$ cat config.mk
export PLATFORM = sky130hd
export DESIGN_NAME = serial_nibble_adder
export DESIGN_NICKNAME = d
export VERILOG_FILES = /design/src/rtl/serial_nibble_adder_pkg.sv /design/src/rtl/serial_nibble_adder_nib.sv /design/src/rtl/serial_nibble_adder.sv
export SDC_FILE = /design/constraint.sdc
export NUM_CORES = 1
export LEC_CHECK = 0
export ABC_AREA = 1
export BUFFER_PORTS_ARGS = -buffer_cell sky130_fd_sc_hd__buf_2
export CORE_MARGIN = 8
export CORE_UTILIZATION = 35
export CTS_CLUSTER_SIZE = 16
export DETAILED_ROUTE_END_ITERATION = 10
export GPL_TIMING_DRIVEN = 1
export PLACE_DENSITY_LB_ADDON = 0.3
export SLEW_MARGIN = 10
export SYNTH_ARGS = -nofsm -noshare
export SYNTH_HDL_FRONTEND = slang
export SYNTH_SLANG_ARGS = --single-unit
$ cat constraint.sdc
create_clock -name clk -period 5.4 [get_ports clk]
set_clock_uncertainty 0.15 [all_clocks]
set_input_delay 0.81 -clock clk [delete_from_list [all_inputs] [get_ports clk]]
set_output_delay 0.81 -clock clk [all_outputs]
set_load 0.01 [all_outputs]
$ cat src/rtl/serial_nibble_adder_pkg.sv
// Shared types and constants for the serial nibble adder.
package serial_nibble_adder_pkg;
  localparam int NIBBLE_W = 4;

  typedef enum logic [1:0] {IDLE, RUN, DONE} state_t;

  // Counter width for NIBBLES add cycles; never below one bit.
  function automatic int cnt_w(input int nibbles);
    return (nibbles <= 1) ? 1 : $clog2(nibbles);
  endfunction
endpackage

$ cat src/rtl/serial_nibble_adder_nib.sv
// Combinational 4-bit ripple-carry adder used as the per-cycle slice.
module nibble_adder
  import serial_nibble_adder_pkg::*;
(
  input  logic [NIBBLE_W-1:0] a,
  input  logic [NIBBLE_W-1:0] b,
  input  logic                cin,
  output logic [NIBBLE_W-1:0] sum,
  output logic                cout
);
  logic [NIBBLE_W:0] c;

  always_comb begin
    c    = '0;
    sum  = '0;
    c[0] = cin;
    for (int i = 0; i < NIBBLE_W; i++) begin
      sum[i]   = a[i] ^ b[i] ^ c[i];
      c[i+1]   = (a[i] & b[i]) | (c[i] & (a[i] ^ b[i]));
    end
    cout = c[NIBBLE_W];
  end
endmodule

$ cat src/rtl/serial_nibble_adder.sv
// WIDTH-bit adder that sums one nibble per clock through a single nibble_adder.
// Optional signed-overflow output enabled by SERIAL_NIBBLE_ADDER_OVERFLOW_EN.
module serial_nibble_adder
  import serial_nibble_adder_pkg::*;
#(
  parameter int WIDTH = 16
) (
  input  logic             clk,
  input  logic             rst_n,
  input  logic             start,
  input  logic [WIDTH-1:0] a,
  input  logic [WIDTH-1:0] b,
  input  logic             cin,
  output logic             busy,
  output logic             done,
  output logic [WIDTH-1:0] sum,
  output logic             cout
`ifdef SERIAL_NIBBLE_ADDER_OVERFLOW_EN
  ,
  output logic             ovf
`endif
);
  localparam int NIBBLES = WIDTH / NIBBLE_W;
  localparam int CW      = cnt_w(NIBBLES);

  if ((WIDTH % NIBBLE_W) != 0 || WIDTH < 8) begin : g_bad_width
    $error("serial_nibble_adder: WIDTH must be a multiple of 4 and >= 8");
  end

  state_t              state, state_nxt;
  logic [WIDTH-1:0]    a_sh, b_sh, res_sh, res_nxt;
  logic                carry;
  logic [CW-1:0]       cnt;
  logic                last;
  logic [NIBBLE_W-1:0] nsum;
  logic                ncout;

  nibble_adder u_nib (
    .a   (a_sh[NIBBLE_W-1:0]),
    .b   (b_sh[NIBBLE_W-1:0]),
    .cin (carry),
    .sum (nsum),
    .cout(ncout)
  );

  // Result fills from the top so the LSB nibble lands at bit 0 after NIBBLES shifts.
  assign res_nxt = {nsum, res_sh[WIDTH-1:NIBBLE_W]};
  assign last    = (cnt == CW'(NIBBLES - 1));

  always_comb begin
    state_nxt = state;
    case (state)
      IDLE:    if (start) state_nxt = RUN;
      RUN:     if (last)  state_nxt = DONE;
      DONE:    state_nxt = IDLE;
      default: state_nxt = IDLE;
    endcase
  end

  always_ff @(posedge clk or negedge rst_n) begin
    if (!rst_n) state <= IDLE;
    else        state <= state_nxt;
  end

`ifdef SERIAL_NIBBLE_ADDER_OVERFLOW_EN
  logic [1:0] msb;

  always_ff @(posedge clk or negedge rst_n) begin
    if (!rst_n) begin
      msb <= '0;
      ovf <= 1'b0;
    end else if (state == IDLE && start) begin
      msb <= {a[WIDTH-1], b[WIDTH-1]};
    end else if (state == RUN && last) begin
      // Carry into the MSB recovered from operand MSBs and the final sum bit.
      ovf <= msb[1] ^ msb[0] ^ res_nxt[WIDTH-1] ^ ncout;
    end
  end
`endif

  always_ff @(posedge clk or negedge rst_n) begin
    if (!rst_n) begin
      busy   <= 1'b0;
      done   <= 1'b0;
      sum    <= '0;
      cout   <= 1'b0;
      a_sh   <= '0;
      b_sh   <= '0;
      res_sh <= '0;
      carry  <= 1'b0;
      cnt    <= '0;
    end else begin
      busy <= (state_nxt == RUN);
      done <= (state == RUN) && last;
      case (state)
        IDLE: if (start) begin
          a_sh  <= a;
          b_sh  <= b;
          carry <= cin;
          cnt   <= '0;
        end
        RUN: begin
          a_sh   <= a_sh >> NIBBLE_W;
          b_sh   <= b_sh >> NIBBLE_W;
          res_sh <= res_nxt;
          carry  <= ncout;
          cnt    <= cnt + CW'(1);
          if (last) begin
            sum  <= res_nxt;
            cout <= ncout;
          end
        end
        default: ;
      endcase
    end
  end
endmodule

==> results of run 1 <==
cells by family after synthesis:
logic type	Yosys count
compound gates	29
simple gates	218
buf+inv	42
fa+ha+maj	5
flops	68
critical path: stages, from the launching register on:
cell and delay (ns):
dfrtp_1 0.77, o21ai_4 0.89, inv_2 0.39, nand2_1 0.17
nand2_1 0.06
layout make-up:
cell class	instances	area, sq um	area share, %
clock buffers	11	151	4.26
clock inverters	5	35.0	0.985
flip-flops and latches	68	1700	47.9
inverters	23	86.3	2.43
repair buffers	55	278	7.81
multi-input cells	252	1170	32.9
well taps	108	135	3.80
power by group:
part | switching (mW) | internal (mW)
sequential | 0.153 | 0.732
combinational | 0.520 | 0.287
clock | 0.190 | 0.192
metrics by stage:
stage | utilization (%) | cells | hold slack, ns | power (mW)
after floorplan | - | 362 | 0.292 | 1.53
after global placement | 39.0 | 506 | 0.304 | 1.70
after detailed placement | 39.0 | 506 | 0.309 | 1.72
after CTS | 41.2 | 522 | 0.327 | 2.12
after global routing | 41.2 | 522 | 0.346 | 2.28
final | 41.2 | 522 | 0.323 | 2.07
registers in the layout, summed over array words and instances, names as in the netlist:
name / flops
carry: 1
b_sh: 16
state: 2
cout: 1
cnt: 2
sum: 16
done: 1
a_sh: 16
busy: 1
res_sh: 12
per-layer routing:
| metal | global-route usage, % | vias up |
|---|---|---|
| met5 | 0 | - |
| met4 | 2.89 | 0 |
| met3 | 4.59 | 5 |
| met2 | 18.2 | 77 |
| met1 | 14.4 | 1074 |
| li1 | - | 1216 |
worst max-delay path by stage:
stage,startpoint,end,slack (ns),cells after the start
5_1_grt,state[0]$_DFF_PN0_,a_sh[6]$_DFFE_PN0P_,2.59,4
4_1_cts,state[0]$_DFF_PN0_,b_sh[3]$_DFFE_PN0P_,2.80,4
3_5_place_dp,start,b_sh[3]$_DFFE_PN0P_,2.73,5
2_1_floorplan,a_sh[0]$_DFFE_PN0P_,res_sh[15]$_DFFE_PN0P_,3.15,8
6_report,state[0]$_DFF_PN0_,b_sh[3]$_DFFE_PN0P_,2.82,4
3_3_place_gp,start,b_sh[3]$_DFFE_PN0P_,2.77,5
cell usage in the layout (no fill, tap or decap), drive strengths merged:
cell type	instances
inv	24
clkinv	3
nor2	2
fa	4
buf	55
nand2	182
clkinvlp	1
nand3	34
dfrtp	68
clkbuf	11
o21ai	29
ha	1
==> flow_metrics.tcl, run 1 <==
set metrics [dict create \
    min_from "res_sh[5]$_DFFE_PN0P_" \
    wl_met2_microns 2970 \
    status "finished, final reports clean" \
    cts_tree "built" \
    muxShareOfSynthArea_pct 0 \
    synth_flop_cell "dfrtp_1" \
    drc_errors 0 \
    whs_endpoint "sum[1]$_DFFE_PN0P_" \
    max_freq_mhz 387 \
    cp-end-kind "flop" \
    grt_util_all_layers_pct 11.5 \
    crit_required_ns 5.48 \
    clock_path_buffers 2 \
    crit_arrival_ns 2.66 \
    fin_setup_tns_ns 0 \
    peakVddDrop_uv 254 \
    grt_setup_unrepaired "false" \
    cts_hold_buf 0 \
    path_class "flop to flop" \
    port_buffers 54 \
    fillers 921 \
    r2r-start "state[0]$_DFF_PN0_" \
    relSlewSlack_pct 28.9 \
    die_h_microns 110 \
    cts_setup_buffers 0 \
    drt_iter0_drc 107 \
    synth_xor_area_share_pct 0 \
    cts-root-buf "clkbuf_8" \
    place_area_sq_mm 0.00337 \
    synthToLayoutAreaGrowth_pct 14.9 \
    hold_viol 0 \
    grt_max_degree 69 \
    gp_congestion 0.726 \
    setup_violations 0 \
    route.met3.wl_microns 476 \
    synth_nets 403 \
    grt_pass1_vias 2507 \
    highest_layer "met4" \
    synth_most_common_cell "nand2_1" \
    wl_met1_microns 3000 \
    drive_above_1_share_pct 22.2 \
    fp.coreArea_sq_mm 0.00864 \
    antenna_found_initial 0 \
    yosysTopAreaCell "dfrtp_1" \
    htreeDepth 3 \
    synth_warnings 0 \
    synth_edf_count 0 \
    final_area_sq_mm 0.00356 \
    dp_slack_ns 2.73 \
    yosys-top-cells-count "nand2_1, dfrtp_1, nand3_1, inv_1, o21ai_0" \
    wire_per_inst_microns 12.4 \
    vias_per_cell 4.54 \
    syn_avg_cell_area_sq_um 8.55 \
    fp-row-count 34 \
    final_antenna_net_count 0 \
    slew_violations 0 \
    yosys.area.top_type_share_pct 55.0 \
    synth-adder-area-share_pct 2.99 \
    finalWorstPathRequiredPeriod_ns 2.58 \
    ys_async_sr_fraction_pct 100 \
    clock_sinks 68 \
    critPathLaunchType "flop" \
    post_cts_resize_count 0 \
    min_period_over_period_pct 47.8 \
    cap_violations 0 \
    clkTransAtPathRegs_ns 0.08 \
    ys_types 16 \
    grt_overflow 0 \
    fin_ws_ns 2.82 \
    synthCells 362 \
    wl_microns 6490 \
    r2r_slack_ns 2.82 \
    hold_path_depth 2 \
    reg2reg_depth 4 \
    die-width_microns 110 \
    synth_compound_area_share_pct 6.63 \
    crit_fanout 36 \
    synth-simple-area-share_pct 28.1 \
    grt_pass1_wl_microns 11000 \
    yosysSeqAreaShare_pct 55.0 \
    die_area_sq_mm 0.0121 \
    tightest_slew_ns 1.07 \
    initial_core_util_pct 35.8 \
    ys_ff_latch 68 \
    vias 2372 \
    dp_hpwl_microns 4300 \
    static-leakage-power_nw 1.98 \
    n_antenna_cell 0 \
    synth_area_sq_mm 0.00309 \
    power.density_mw_per_mm2 583 \
    clk_latency_ns 0.34 \
    synth_top_family_by_area "simple AND/OR/NAND/NOR gates" \
    nets 450 \
    ios 55 \
    hp-class "flop to flop" \
    synth_area_leaders "dfrtp_1, nand2_1, nand3_1, o21ai_2, fa_1" \
    drt_first_pass_iters 4 \
    r2r-end "b_sh[3]$_DFFE_PN0P_" \
    cts_inserted_buffers 9 \
]
Power figures use the tool's default switching activity.
==> run 2, diff against run 1 <==
==> constraint.sdc (replaced) <==
create_clock -name clk -period 2.1 [get_ports clk]
set_clock_uncertainty 0.15 [all_clocks]
set_input_delay 0.315 -clock clk [delete_from_list [all_inputs] [get_ports clk]]
set_output_delay 0.315 -clock clk [all_outputs]
set_load 0.01 [all_outputs]
==> run 2 against run 1 <==
Compared with the run above: the run now ends with negative setup slack left; maximum frequency is 16% higher; routed wire length is 4.4% higher; critical path depth is 4 higher; first-iteration DRC count is 6.5% lower; power grew to 2.8 times the previous value; global-route usage is 0.74 points higher; register-to-register slack worse by 2.9 ns; sequential cell count stayed put; die area stayed put; design area is 4.6% higher; critical path type unchanged; largest cell class unchanged.
==> flow_metrics.tcl, run 2 (same netlist as run 1, synthesis figures left out) <==
set metrics [dict create \
    status "finished with violations" \
    failed_checks "negative setup slack" \
    min_period_over_period_pct 106 \
    total_power_mw 5.76 \
    vias_per_cell 4.50 \
    cap_violations 0 \
    dp_hpwl_microns 4650 \
    peakVddDrop_uv 569 \
    fp.coreArea_sq_mm 0.00864 \
    antenna_found_initial 0 \
    clock_sinks 68 \
    synthToLayoutAreaGrowth_pct 20.3 \
    ios 55 \
    final_common_cell "nand2_1" \
    biggestRegsByFlops "a_sh x16, b_sh x16, sum x16" \
    startpoint "a_sh[0]$_DFFE_PN0P_" \
    clock_path_buffers 2 \
    clk_latency_ns 0.35 \
    n_antenna_cell 0 \
    grt_setup_unrepaired "true" \
    htreeDepth 3 \
    max_freq_mhz 451 \
    instances_no_fill 534 \
    die_area_sq_mm 0.0121 \
    cts-root-buf "clkbuf_8" \
    grt_pass1_wl_microns 11600 \
    static-leakage-power_nw 2.06 \
    fp-row-count 34 \
    cp-end-kind "flop" \
    r2r-start "a_sh[0]$_DFFE_PN0P_" \
    nets 462 \
    grt_pass1_vias 2526 \
    cts_inserted_buffers 9 \
    slew_violations 0 \
    r2r-end "res_sh[15]$_DFFE_PN0P_" \
    r2r_slack_ns -0.12 \
    power.density_mw_per_mm2 1550 \
    final_area_sq_mm 0.00372 \
    fin_hold_ws_ns 0.0367 \
    place_area_sq_mm 0.00347 \
    critPathLaunchType "flop" \
    gp_congestion 0.742 \
    endpoint "res_sh[15]$_DFFE_PN0P_" \
    crit_arrival_ns 2.34 \
    numPlacedInstances 515 \
    setup_violations 3 \
    grt_max_degree 69 \
    drive_above_1_share_pct 25.4 \
    utilization_pct 43.1 \
    hp-class "input pin to flop" \
    hold_viol 0 \
    final_cell_mix "nand2_1, dfrtp_1, buf_2" \
    dp_slack_ns -0.142 \
    vias 2405 \
    relSlewSlack_pct 72.4 \
    die_h_microns 110 \
    fin_setup_tns_ns -0.233 \
    drc_errors 0 \
    wire_per_inst_microns 12.7 \
    wl_microns 6770 \
    die-width_microns 110 \
    crit_required_ns 2.23 \
    grt_util_all_layers_pct 12.2 \
    tightest_slew_ns 0.413 \
    drt_iter0_drc 100 \
    clkTransAtPathRegs_ns 0.08 \
    drt_first_pass_iters 4 \
    grt_overflow 0 \
    final_antenna_net_count 0 \
    fin_ws_ns -0.119 \
    finalWorstPathRequiredPeriod_ns 2.22 \
    cts_tree "built" \
    initial_core_util_pct 35.8 \
    reg2reg_depth 8 \
    port_buffers 54 \
    crit_fanout 2 \
    path_class "flop to flop" \
]
## run 2: cell type report
cell class                 instances  area [sq um]
fill                             904          4910
sequential                        68          1700
multi-input combinational        252          1180
timing repair buffer              67           395
clock buffer                      11           141
tap                              108           135
inverter                          23          86.3
clock inverter                     5          85.1
## run 2: critical path: stages, from the launching register on
cell and delay [ns]:
dfrtp_1 0.41, fa_2 0.39, inv_2 0.06, fa_2 0.18, inv_2 0.04, fa_2 0.32
inv_2 0.06, fa_1 0.41, o21ai_1 0.13
## run 2: where the power goes
group | leakage, nW | internal, mW | total, mW | switching [mW]
clock | 0.110 | 0.705 | 1.22 | 0.512
combinational | 1.08 | 0.876 | 2.33 | 1.46
sequential | 0.867 | 1.88 | 2.20 | 0.322
total | 2.06 | 3.46 | 5.76 | 2.29
## run 2: repair_timing
action                                  4_1_cts  5_1_grt
gates cloned                                  0        0
endpoints found under the setup margin        3        4
setup buffers                                 1        1
endpoints found under the hold margin        68        0
pin swaps                                     1        1
hold buffers                                  1        0
gates resized for setup                       1        0
## run 2: worst min path at each step
stage           from                    to  slack (ns)  cells past startpoint
6_report       b[14]  b_sh[14]$_DFFE_PN0P_        0.04                      3
3_3_place_gp   rst_n    sum[0]$_DFFE_PN0P_        0.22                      2
4_1_cts        b[14]  b_sh[14]$_DFFE_PN0P_        0.03                      3
5_1_grt        a[12]  a_sh[12]$_DFFE_PN0P_        0.04                      3
3_5_place_dp   rst_n    sum[0]$_DFFE_PN0P_        0.21                      2
2_1_floorplan  rst_n   a_sh[0]$_DFFE_PN0P_       -0.13                      0
## run 2: metal layers
metal,routed length (microns),vias to the layer above,share of wire (%),track usage [%]
li1,-,1240,-,-
met1,3250,1098,48,15.3
met2,2950,58,44,18.9
met3,489,9,7.2,4.59
met4,82,0,1.2,4.63
met5,0,-,0,0
